File: src/rtl/uart_rx_ctrl_if.sv
// MMIO slot bus between the processor-side master and the uart_rx_ctrl slave.
// rd_data is driven combinationally by the slave from addr.
interface uart_rx_ctrl_if;
  logic        cs;
  logic        read;
  logic        write;
  logic [4:0]  addr;
  logic [31:0] wr_data;
  logic [31:0] rd_data;

  modport master (
    output cs,
    output read,
    output write,
    output addr,
    output wr_data,
    input  rd_data
  );

  modport slave (
    input  cs,
    input  read,
    input  write,
    input  addr,
    input  wr_data,
    output rd_data
  );
endinterface

File: src/rtl/uart_rx_ctrl.sv
// UART receive-side controller: programmable 16x oversampling tick, byte FIFO with
// overrun tracking, level interrupt and an MMIO register file.
module uart_rx_ctrl #(
  parameter int unsigned FIFO_W   = 2,
  parameter int unsigned DVSR_W   = 11,
  parameter int unsigned DVSR_RST = 650
) (
  input  logic                 clk,
  input  logic                 reset,
  uart_rx_ctrl_if.slave        bus,
  output logic                 s_tick,
  input  logic                 rx_done_tick,
  input  logic [7:0]           rx_dout,
  output logic                 irq
);

  localparam int unsigned Depth = 1 << FIFO_W;

  localparam logic [DVSR_W-1:0] BcntOne = {{(DVSR_W-1){1'b0}}, 1'b1};
  localparam logic [FIFO_W-1:0] PtrOne  = {{(FIFO_W-1){1'b0}}, 1'b1};
  localparam logic [FIFO_W:0]   CntOne  = {{FIFO_W{1'b0}}, 1'b1};

  logic [DVSR_W-1:0] dvsr_q, dvsr_d;
  logic [DVSR_W-1:0] bcnt_q, bcnt_d;
  logic              rx_en_q, rx_en_d;
  logic              overrun_q, overrun_d;
  logic [FIFO_W-1:0] rd_ptr_q, rd_ptr_d;
  logic [FIFO_W-1:0] wr_ptr_q, wr_ptr_d;
  logic [FIFO_W:0]   count_q, count_d;
  logic [7:0]        mem_q [Depth];

  logic       wr_en, wr_dvsr, wr_ctrl, wr_pop, wr_clr;
  logic       flush, empty, full;
  logic       push_req, push, pop, ovr_set;
  logic [7:0] head;
  logic       unused_bus;

  // Register decode
  assign wr_en   = bus.cs & bus.write;
  assign wr_dvsr = wr_en & (bus.addr == 5'd1);
  assign wr_ctrl = wr_en & (bus.addr == 5'd2);
  assign wr_pop  = wr_en & (bus.addr == 5'd3);
  assign wr_clr  = wr_en & (bus.addr == 5'd4) & bus.wr_data[0];
  assign flush   = wr_ctrl & bus.wr_data[1];

  // count never exceeds Depth, so its MSB alone flags full
  assign empty = (count_q == '0);
  assign full  = count_q[FIFO_W];

  // Flush wins over everything: a same-cycle byte is dropped silently and a pop is void.
  assign push_req = rx_done_tick & rx_en_q;
  assign pop      = wr_pop & ~empty & ~flush;
  assign push     = push_req & (~full | pop) & ~flush;
  assign ovr_set  = push_req & full & ~pop & ~flush;

  assign head   = empty ? 8'h00 : mem_q[rd_ptr_q];
  assign s_tick = rx_en_q & (bcnt_q == dvsr_q);
  assign irq    = ~empty | overrun_q;

  assign unused_bus = ^{bus.read, bus.wr_data[31:DVSR_W]};

  always_comb begin
    dvsr_d    = dvsr_q;
    rx_en_d   = rx_en_q;
    bcnt_d    = bcnt_q;
    overrun_d = overrun_q;
    rd_ptr_d  = rd_ptr_q;
    wr_ptr_d  = wr_ptr_q;
    count_d   = count_q;

    if (wr_dvsr) begin
      dvsr_d = bus.wr_data[DVSR_W-1:0];
    end
    if (wr_ctrl) begin
      rx_en_d = bus.wr_data[0];
    end

    if (wr_dvsr || !rx_en_q || (bcnt_q == dvsr_q)) begin
      bcnt_d = '0;
    end else begin
      bcnt_d = bcnt_q + BcntOne;
    end

    if (ovr_set) begin
      overrun_d = 1'b1;
    end else if (wr_clr) begin
      overrun_d = 1'b0;
    end

    if (flush) begin
      rd_ptr_d = '0;
      wr_ptr_d = '0;
      count_d  = '0;
    end else begin
      if (push) begin
        wr_ptr_d = wr_ptr_q + PtrOne;
      end
      if (pop) begin
        rd_ptr_d = rd_ptr_q + PtrOne;
      end
      case ({push, pop})
        2'b10:   count_d = count_q + CntOne;
        2'b01:   count_d = count_q - CntOne;
        default: count_d = count_q;
      endcase
    end
  end

  always_ff @(posedge clk) begin
    if (reset) begin
      dvsr_q    <= DVSR_W'(DVSR_RST);
      rx_en_q   <= 1'b1;
      bcnt_q    <= '0;
      overrun_q <= 1'b0;
      rd_ptr_q  <= '0;
      wr_ptr_q  <= '0;
      count_q   <= '0;
    end else begin
      dvsr_q    <= dvsr_d;
      rx_en_q   <= rx_en_d;
      bcnt_q    <= bcnt_d;
      overrun_q <= overrun_d;
      rd_ptr_q  <= rd_ptr_d;
      wr_ptr_q  <= wr_ptr_d;
      count_q   <= count_d;
    end
  end

  always_ff @(posedge clk) begin
    if (reset) begin
      for (int i = 0; i < Depth; i++) begin
        mem_q[i] <= 8'h00;
      end
    end else if (push) begin
      mem_q[wr_ptr_q] <= rx_dout;
    end
  end

  always_comb begin
    bus.rd_data = '0;
    case (bus.addr)
      5'd0: begin
        bus.rd_data[7:0]          = head;
        bus.rd_data[8]            = empty;
        bus.rd_data[9]            = full;
        bus.rd_data[10]           = overrun_q;
        bus.rd_data[11 +: FIFO_W+1] = count_q;
      end
      5'd1:    bus.rd_data[DVSR_W-1:0] = dvsr_q;
      5'd2:    bus.rd_data[0] = rx_en_q;
      default: bus.rd_data = '0;
    endcase
  end

endmodule
File: src/flat_wrapper.sv
// flat-port wrapper written by rule: the top's interface ports become plain ports
module uart_rx_ctrl_flat 
#(
  parameter int unsigned FIFO_W   = 2,
  parameter int unsigned DVSR_W   = 11,
  parameter int unsigned DVSR_RST = 650
)
  (clk, reset, s_tick, rx_done_tick, rx_dout, irq, bus_cs, bus_read, bus_write, bus_addr, bus_wr_data, bus_rd_data);
  uart_rx_ctrl_if bus_i ();
  input  logic clk;
  input  logic reset;
  output logic s_tick;
  input  logic rx_done_tick;
  input  logic [7:0] rx_dout;
  output logic irq;
  input wire logic [$bits(bus_i.cs)-1:0] bus_cs;
  input wire logic [$bits(bus_i.read)-1:0] bus_read;
  input wire logic [$bits(bus_i.write)-1:0] bus_write;
  input wire logic [$bits(bus_i.addr)-1:0] bus_addr;
  input wire logic [$bits(bus_i.wr_data)-1:0] bus_wr_data;
  output wire logic [$bits(bus_i.rd_data)-1:0] bus_rd_data;
  assign bus_i.cs = bus_cs;
  assign bus_i.read = bus_read;
  assign bus_i.write = bus_write;
  assign bus_i.addr = bus_addr;
  assign bus_i.wr_data = bus_wr_data;
  assign bus_rd_data = bus_i.rd_data;
  uart_rx_ctrl #(.FIFO_W(FIFO_W), .DVSR_W(DVSR_W), .DVSR_RST(DVSR_RST)) u_core (.clk(clk), .reset(reset), .bus(bus_i), .s_tick(s_tick), .rx_done_tick(rx_done_tick), .rx_dout(rx_dout), .irq(irq));
endmodule
File: config.mk
export PLATFORM = sky130hd
export DESIGN_NAME = uart_rx_ctrl_flat
export DESIGN_NICKNAME = d
export VERILOG_FILES = /design/src/rtl/uart_rx_ctrl_if.sv /design/src/rtl/uart_rx_ctrl.sv /design/src/flat_wrapper.sv
export SDC_FILE = /design/constraint.sdc
export NUM_CORES = 1
export LEC_CHECK = 0
export BUFFER_PORTS_ARGS = -buffer_cell sky130_fd_sc_hd__buf_2
export CAP_MARGIN = 20
export CORE_AREA = 5 5 109 111
export CTS_BUF_LIST = sky130_fd_sc_hd__clkbuf_4
export CTS_CLUSTER_DIAMETER = 60
export DETAILED_ROUTE_END_ITERATION = 7
export DIE_AREA = 0 0 114 116
export PLACE_DENSITY = 0.62
export SLEW_MARGIN = 40
export SYNTH_ARGS = -nofsm -noshare
export SYNTH_HDL_FRONTEND = slang
export SYNTH_SLANG_ARGS = --single-unit
File: constraint.sdc
create_clock -name clk -period 2.55 [get_ports clk]
set_input_delay 0.255 -clock clk [delete_from_list [all_inputs] [get_ports clk]]
set_output_delay 0.255 -clock clk [all_outputs]
set_load 0.01 [all_outputs]
Word level (Yosys, flattened, before mapping)
Memory sizes are Yosys's and may differ from the RTL's. A register that Yosys moved wholly into a read port is not among the register bits.
Index checks and enable logic that the tools add are counted.
W data, S select, Z words.
{"block": "op_classes", "add_sub_neg": 5, "mul": 0, "div": 0, "magnitude_cmp": 0, "n_eq_ne": 7, "shifts": 0, "n_mux": 17, "bitwise": 22, "reduce_logical": 10}
{"cell": "$pmux W10 S2", "n": 1}
{"cell": "$and A1 B1 Y1", "n": 16}
{"cell": "$mux W8", "n": 2}
{"cell": "$add A11 B1 Y11 const B", "n": 1}
{"cell": "$eq A11 B11 Y1", "n": 1}
{"cell": "$eq A5 B2 Y1 const B", "n": 2}
{"cell": "$mux W1", "n": 8}
{"cell": "$reduce_or A8 Y1", "n": 1}
{"cell": "$mux W2", "n": 3}
{"cell": "$pmux W3 S2", "n": 1}
{"cell": "$eq A5 B1 Y1 const B", "n": 1}
{"cell": "$eq A5 B3 Y1 const B", "n": 1}
{"cell": "$logic_not A5 Y1", "n": 1}
{"cell": "$add A2 B1 Y2 const B", "n": 2}
{"cell": "$not A1 Y1", "n": 4}
{"cell": "$reduce_bool A2 Y1", "n": 2}
{"cell": "$reduce_or A2 Y1", "n": 2}
{"cell": "$add A3 B1 Y3 const B", "n": 1}
{"cell": "$logic_not A3 Y1", "n": 1}
{"cell": "$mux W3", "n": 1}
{"cell": "$pmux W1 S3", "n": 1}
{"cell": "$sub A3 B1 Y3 const B", "n": 1}
{"cell": "$eq A2 B1 Y1 const B", "n": 1}
{"cell": "$eq A2 B2 Y1 const B", "n": 1}
{"cell": "other kinds (3)", "n": 5}
{"block": "word_totals", "reg_bits": 31, "latch_bits": 0, "mem_bits_rw": 32, "rom_bits": 0, "input_bits": 51, "output_inout_bits": 34, "wordCells": 69, "memories": 1}
{"memory": "u_core.mem_q", "words": 4, "word_bits": 8, "read_ports": 1, "rd_ports_with_merged_regs": 1, "write_ports": 4, "line_no": "uart_rx_ctrl.sv:30", "source": "logic [7:0] mem_q [Depth];"}

Logic depth before layout (Yosys ltp)
{"block": "depth", "word_depth": 13, "ltp_mapped": 11, "depth_no_buf": 9}

Worst setup path before layout
Ideal clock, no wire load.
{"block": "synth_path", "path_type": "input port to flip-flop", "start": "input bus_addr[0]", "end": "register u_core.count_q[2]", "setup_ps": 70, "arrival_time_ps": 2256, "t_required_ps": 2480, "setup_slack_ps": 224, "stages": 11, "n_path_buf": 2, "path_cell_list": "buf_4 > and4b_1 > a21bo_2 > buf_4 > nand2_4 > ha_1 > inv_1 > fa_1 > xor2_1 > or3_1 > a21oi_1"}
{"block": "synth_via", "elab_chain_len": 10, "word_cells_on_any_way": 16, "classes_between": "4 x eq/ne; 1 x mux; 9 x bitwise; 2 x reduce/logical"}
{"element": "start, declared", "line_no": "flat_wrapper.sv:19", "source": "input wire logic [$bits(bus_i.addr)-1:0] bus_addr;"}
{"element": "$eq A5 B2 Y1", "line_no": "uart_rx_ctrl.sv:41", "source": "assign wr_ctrl = wr_en & (bus.addr == 5'd2);"}
{"element": "$and A1 B1 Y1", "line_no": "uart_rx_ctrl.sv:41"}
{"element": "$and A1 B1 Y1", "line_no": "uart_rx_ctrl.sv:44", "source": "assign flush = wr_ctrl & bus.wr_data[1];"}
{"element": "$not A1 Y1", "line_no": "uart_rx_ctrl.sv:52, uart_rx_ctrl.sv:53"}
{"element": "$and A1 B1 Y1", "line_no": "uart_rx_ctrl.sv:52", "source": "assign pop = wr_pop & ~empty & ~flush;"}
{"element": "$or A1 B1 Y1", "line_no": "uart_rx_ctrl.sv:53", "source": "assign push = push_req & (~full | pop) & ~flush;"}
{"element": "$and A1 B1 Y1 (2 in series)", "line_no": "uart_rx_ctrl.sv:53"}
{"element": "$eq A2 B1 Y1 / $eq A2 B2 Y1 (equally long branches)", "line_no": "uart_rx_ctrl.sv:101", "source": "case ({push, pop})"}
{"element": "$pmux W3 S2 / $reduce_bool A2 Y1 (equally long branches)"}
{"element": "end signal, assigned", "line_no": "uart_rx_ctrl.sv:125", "source": "count_q <= count_d;"}
{"element": "end, declared", "line_no": "uart_rx_ctrl.sv:29", "source": "logic [FIFO_W:0] count_q, count_d;"}
Several ways; a longest one is shown, not always the timed one.
A chain may end at the register's enable or synchronous reset.

==> impl_results.md <==
- Status: complete, no violations
- Core area: 0.01070 mm^2
- Layout Cells excl Fill: 507
- HP Start: bus_wr_data[7]
- H-tree Lvls: 3
- TritonCTS clock tree: yes
- Num Clock Sinks: 65
- Crit path arrival time: about 2100 ps
- Post-Syn Area: 0.003332 mm^2
- Post-DP HPWL: 5.512 mm
- Routed Antenna Nets: 0
- Seq pwr share: 54.4%
- Starting Density: 31.15%
- Core Util, Final: 35.52%
- Switching Share: 27.62%
- Synth Instances: 312
- Drt wl/cell: 14.77 um
- Clock-pin slew on the worst setup and hold paths: 120 ps
- Crit path kind: reg -> out
- Count of final hold-check violations: 0
- NetSw: about 590 uW
- Total track usage: 11.73%
- Cell Pwr Density: approximately 570 mW/mm^2
- IO Port Bufs: 44
- DRC: 0
- Async S/R FF share, synth: 0%
- DRT iter0 DRCs: 69
- CP Max Fanout: 8
- Min-delay worst type: in -> reg
- VDD IR-drop max: 371.7 uV
- Cell variety after synth: 54
- Die span in x: 114 um
- Comb power frac: 10.9%
- M2 GR Usage: 21.51%
- Hold depth: 3
- Period utilisation layout: between 90% and 100%
- Area growth from synthesis to layout: 14.04%
- Number of global-route vias before repair: 2436
- Num CTS Buffers: 9
- Vias per cell: about 4.7
- Post-synth EDFFs: 32
- Post-route clock skew: 23.75 ps
- IO Pins: between 80 and 90
- Multi-input gate area: 0.001530 mm^2
- Final setup violation count: 0
- R2r endpoint: u_core.count_q[2]$_SDFFE_PP0P_
- First-pass GRT wire length: 11.94 mm
- Initial antenna violation count: 0
- Die Ht: 116 um
- WL final: 7.488 mm
- Worst-skew pair later-pin latency: about 430 ps
- Clock Tree Root: clkbuf_4
- Syn_area_per_cell: approximately 11 um^2
- FF-to-FF Start: u_core.count_q[2]$_SDFFE_PP0P_
- Cell-internal power: 1558 uW
- Seq cells post-synth: between 60 and 70
- Pins Over Slew Limit: 0
- Yosys warning total: 0
- Final net count: 416
- Worst setup SP type: flip-flop
- Slew at the pin closest to its max-slew limit: 561.3 ps
- Max-Cap Viols: 0
- Lkg Pwr: between 0.001 and 0.0015 uW
- Share of post-route cells with drive strength above 1: around a quarter
- Met1 Use GR: about 13%
- FMAX: 417.5 MHz
- Fin area: around 0.0038 mm^2
- TNS Setup: 0 ps
- Final-layout fill cell count: 1092
- Crit path time final: 2395 ps
- Worst Path Required: 2300 ps
- Die area: 0.01322 mm^2
- Reg area: 0.001622 mm^2
- Unrepaired setup endpoints after global routing: false
- N_diodes: 0
- Placed Instance Area: 0.003649 mm^2
- Grt met3 use: around 3.3%
- 1st-pass router iterations: 4
- Slew headroom: 62.53%
- Flop2flop setup slack: about 470 ps
- Clock buffer depth: 2
- Post-CTS Hold Fix Bufs: 0
- Largest net degree at the start of global routing: 28
- Hold EP: u_core.dvsr_q[7]$_SDFFE_PP1P_
- GR Overflow Total: 0
- R2R cell count: 8
- Clk pwr share: 34.8%
- Std-Cell Rows: 38
- Busiest grt layer: met2
- Vias: 2362
- Main flop type after synthesis: dfxtp_1
- Cell count after placement: 491
- Sequential share of the synthesized area: 48.67%
- Critical Path Sink Type: output port
- GP Congestion: around 0.75
- # Post-CTS Setup Buffers: 0
- Resize count post-CTS: 0
==> flip-flops by register name, indices dropped and copies added (netlist names), named ones only <==
| register | flops |
|---|---|
| u_core.wr_ptr_q | 2 |
| u_core.rd_ptr_q | 2 |
| u_core.dvsr_q | 11 |
| u_core.mem_q | 32 |
| u_core.count_q | 3 |
| u_core.bcnt_q | 11 |
| u_core.rx_en_q | 1 |
| u_core.overrun_q | 1 |
==> stage by stage <==
stage / worst slack [ps] / power [uW] / hold WS [ps]
after global placement: 307.9 / 1422 / 478.4
after floorplan: 224.0 / 1362 / 379.0
after CTS: 75.41 / 2171 / 23.41
after global routing: 12.39 / 2245 / 31.22
final: 154.9 / 2152 / 46.23
after detailed placement: 274.0 / 1429 / 486.5
==> layer usage <==
metal	up-vias	part of all wire (%)
li1	1184	-
met1	1115	42
met5	-	0
met3	14	3.7
met4	0	2.0
met2	49	52
==> synth_stat cells (all sizes together), types with 2 or more instances <==
cell type / number / area share, %
a21oi: 12 / 1.8
xnor2: 15 / 3.9
nand2: 16 / 2.0
mux4: 8 / 5.4
buf: 27 / 6.1
nand3b: 4 / 0.90
nand3: 12 / 2.0
xor2: 8 / 2.1
dfxtp: 33 / 20
clkbuf: 6 / 0.68
and3: 2 / 0.38
nor3b: 2 / 0.94
ha: 2 / 0.75
nand2b: 11 / 2.1
o21ai: 13 / 2.0
or3: 3 / 0.56
nor2: 50 / 6.4
and2: 2 / 0.38
a21boi: 2 / 0.45
a32o: 7 / 2.1
inv: 5 / 0.56
nor3: 13 / 2.0
nand4: 7 / 1.5
edfxtp: 32 / 29
==> cells by family (layout without fill, tap and decap cells) <==
| family | Yosys count | in the layout | synth area share (%) |
|---|---|---|---|
| compound gates | 42 | 42 | 8.825 |
| xor+xnor | 23 | 23 | 6.046 |
| fa+ha+maj | 3 | 3 | 1.352 |
| buf+inv | 38 | 76 | 7.322 |
| flops | 65 | 65 | 48.67 |
| mux | 10 | 10 | 6.158 |
| other cells | 1 | 18 | 0.1125 |
| simple gates | 130 | 130 | 21.52 |
==> worst max-delay path, cell delays in order (launching register included) <==
cell and delay (ps):
dfxtp_1 690, mux4_2 590, a32o_1 300, buf_2 150
==> power by group through the flow <==
stage                     logic (uW)  clock network (uW)  registers (uW)
after floorplan                  177                   0            1180
after global placement           230                   0            1190
after detailed placement         235                   0            1190
after CTS                        236                 765            1170
after global routing             258                 810            1180
final                            234                 748            1170
==> worst max path at each step <==
stage,start,end,depth (start not counted)
5_1_grt,flip-flop,bus_rd_data[1],3
2_1_floorplan,bus_addr[0],u_core.count_q[2]$_SDFFE_PP0P_,11
6_report,flip-flop,bus_rd_data[1],3
3_5_place_dp,bus_addr[3],u_core.count_q[2]$_SDFFE_PP0P_,9
4_1_cts,flip-flop,bus_rd_data[1],3
3_3_place_gp,bus_addr[3],u_core.count_q[2]$_SDFFE_PP0P_,9
==> area by class of cell <==
| type | count | area share, % |
|---|---|---|
| clock buffer | 9 | 1.778 |
| clock inverter | 7 | 2.206 |
| inverter | 5 | 0.4939 |
| multi-input combinational | 226 | 40.27 |
| sequential | 65 | 42.67 |
| tap | 140 | 4.610 |
| timing repair buffer | 55 | 7.968 |
==> cells in the final DEF (no fill, tap or decap), types with 2 or more instances in the layout <==
cell      count
nor2_1       47
buf_2        44
dfxtp_1      33
edfxtp_1     32
conb_1       18
nand2_1      15
xnor2_1      15
nor3_1       13
o21ai_0      13
a21oi_1      12
nand3_1      11
nand2b_1     11
buf_4        11
clkbuf_4      9
mux4_2        8
xor2_1        8
a32o_1        7
nand4_1       6
inv_1         5
nand3b_1      4
or3_1         3
inv_6         3
and3_1        2
and2_1        2
a21boi_0      2
ha_1          2
(Power assumes the default switching activity.)
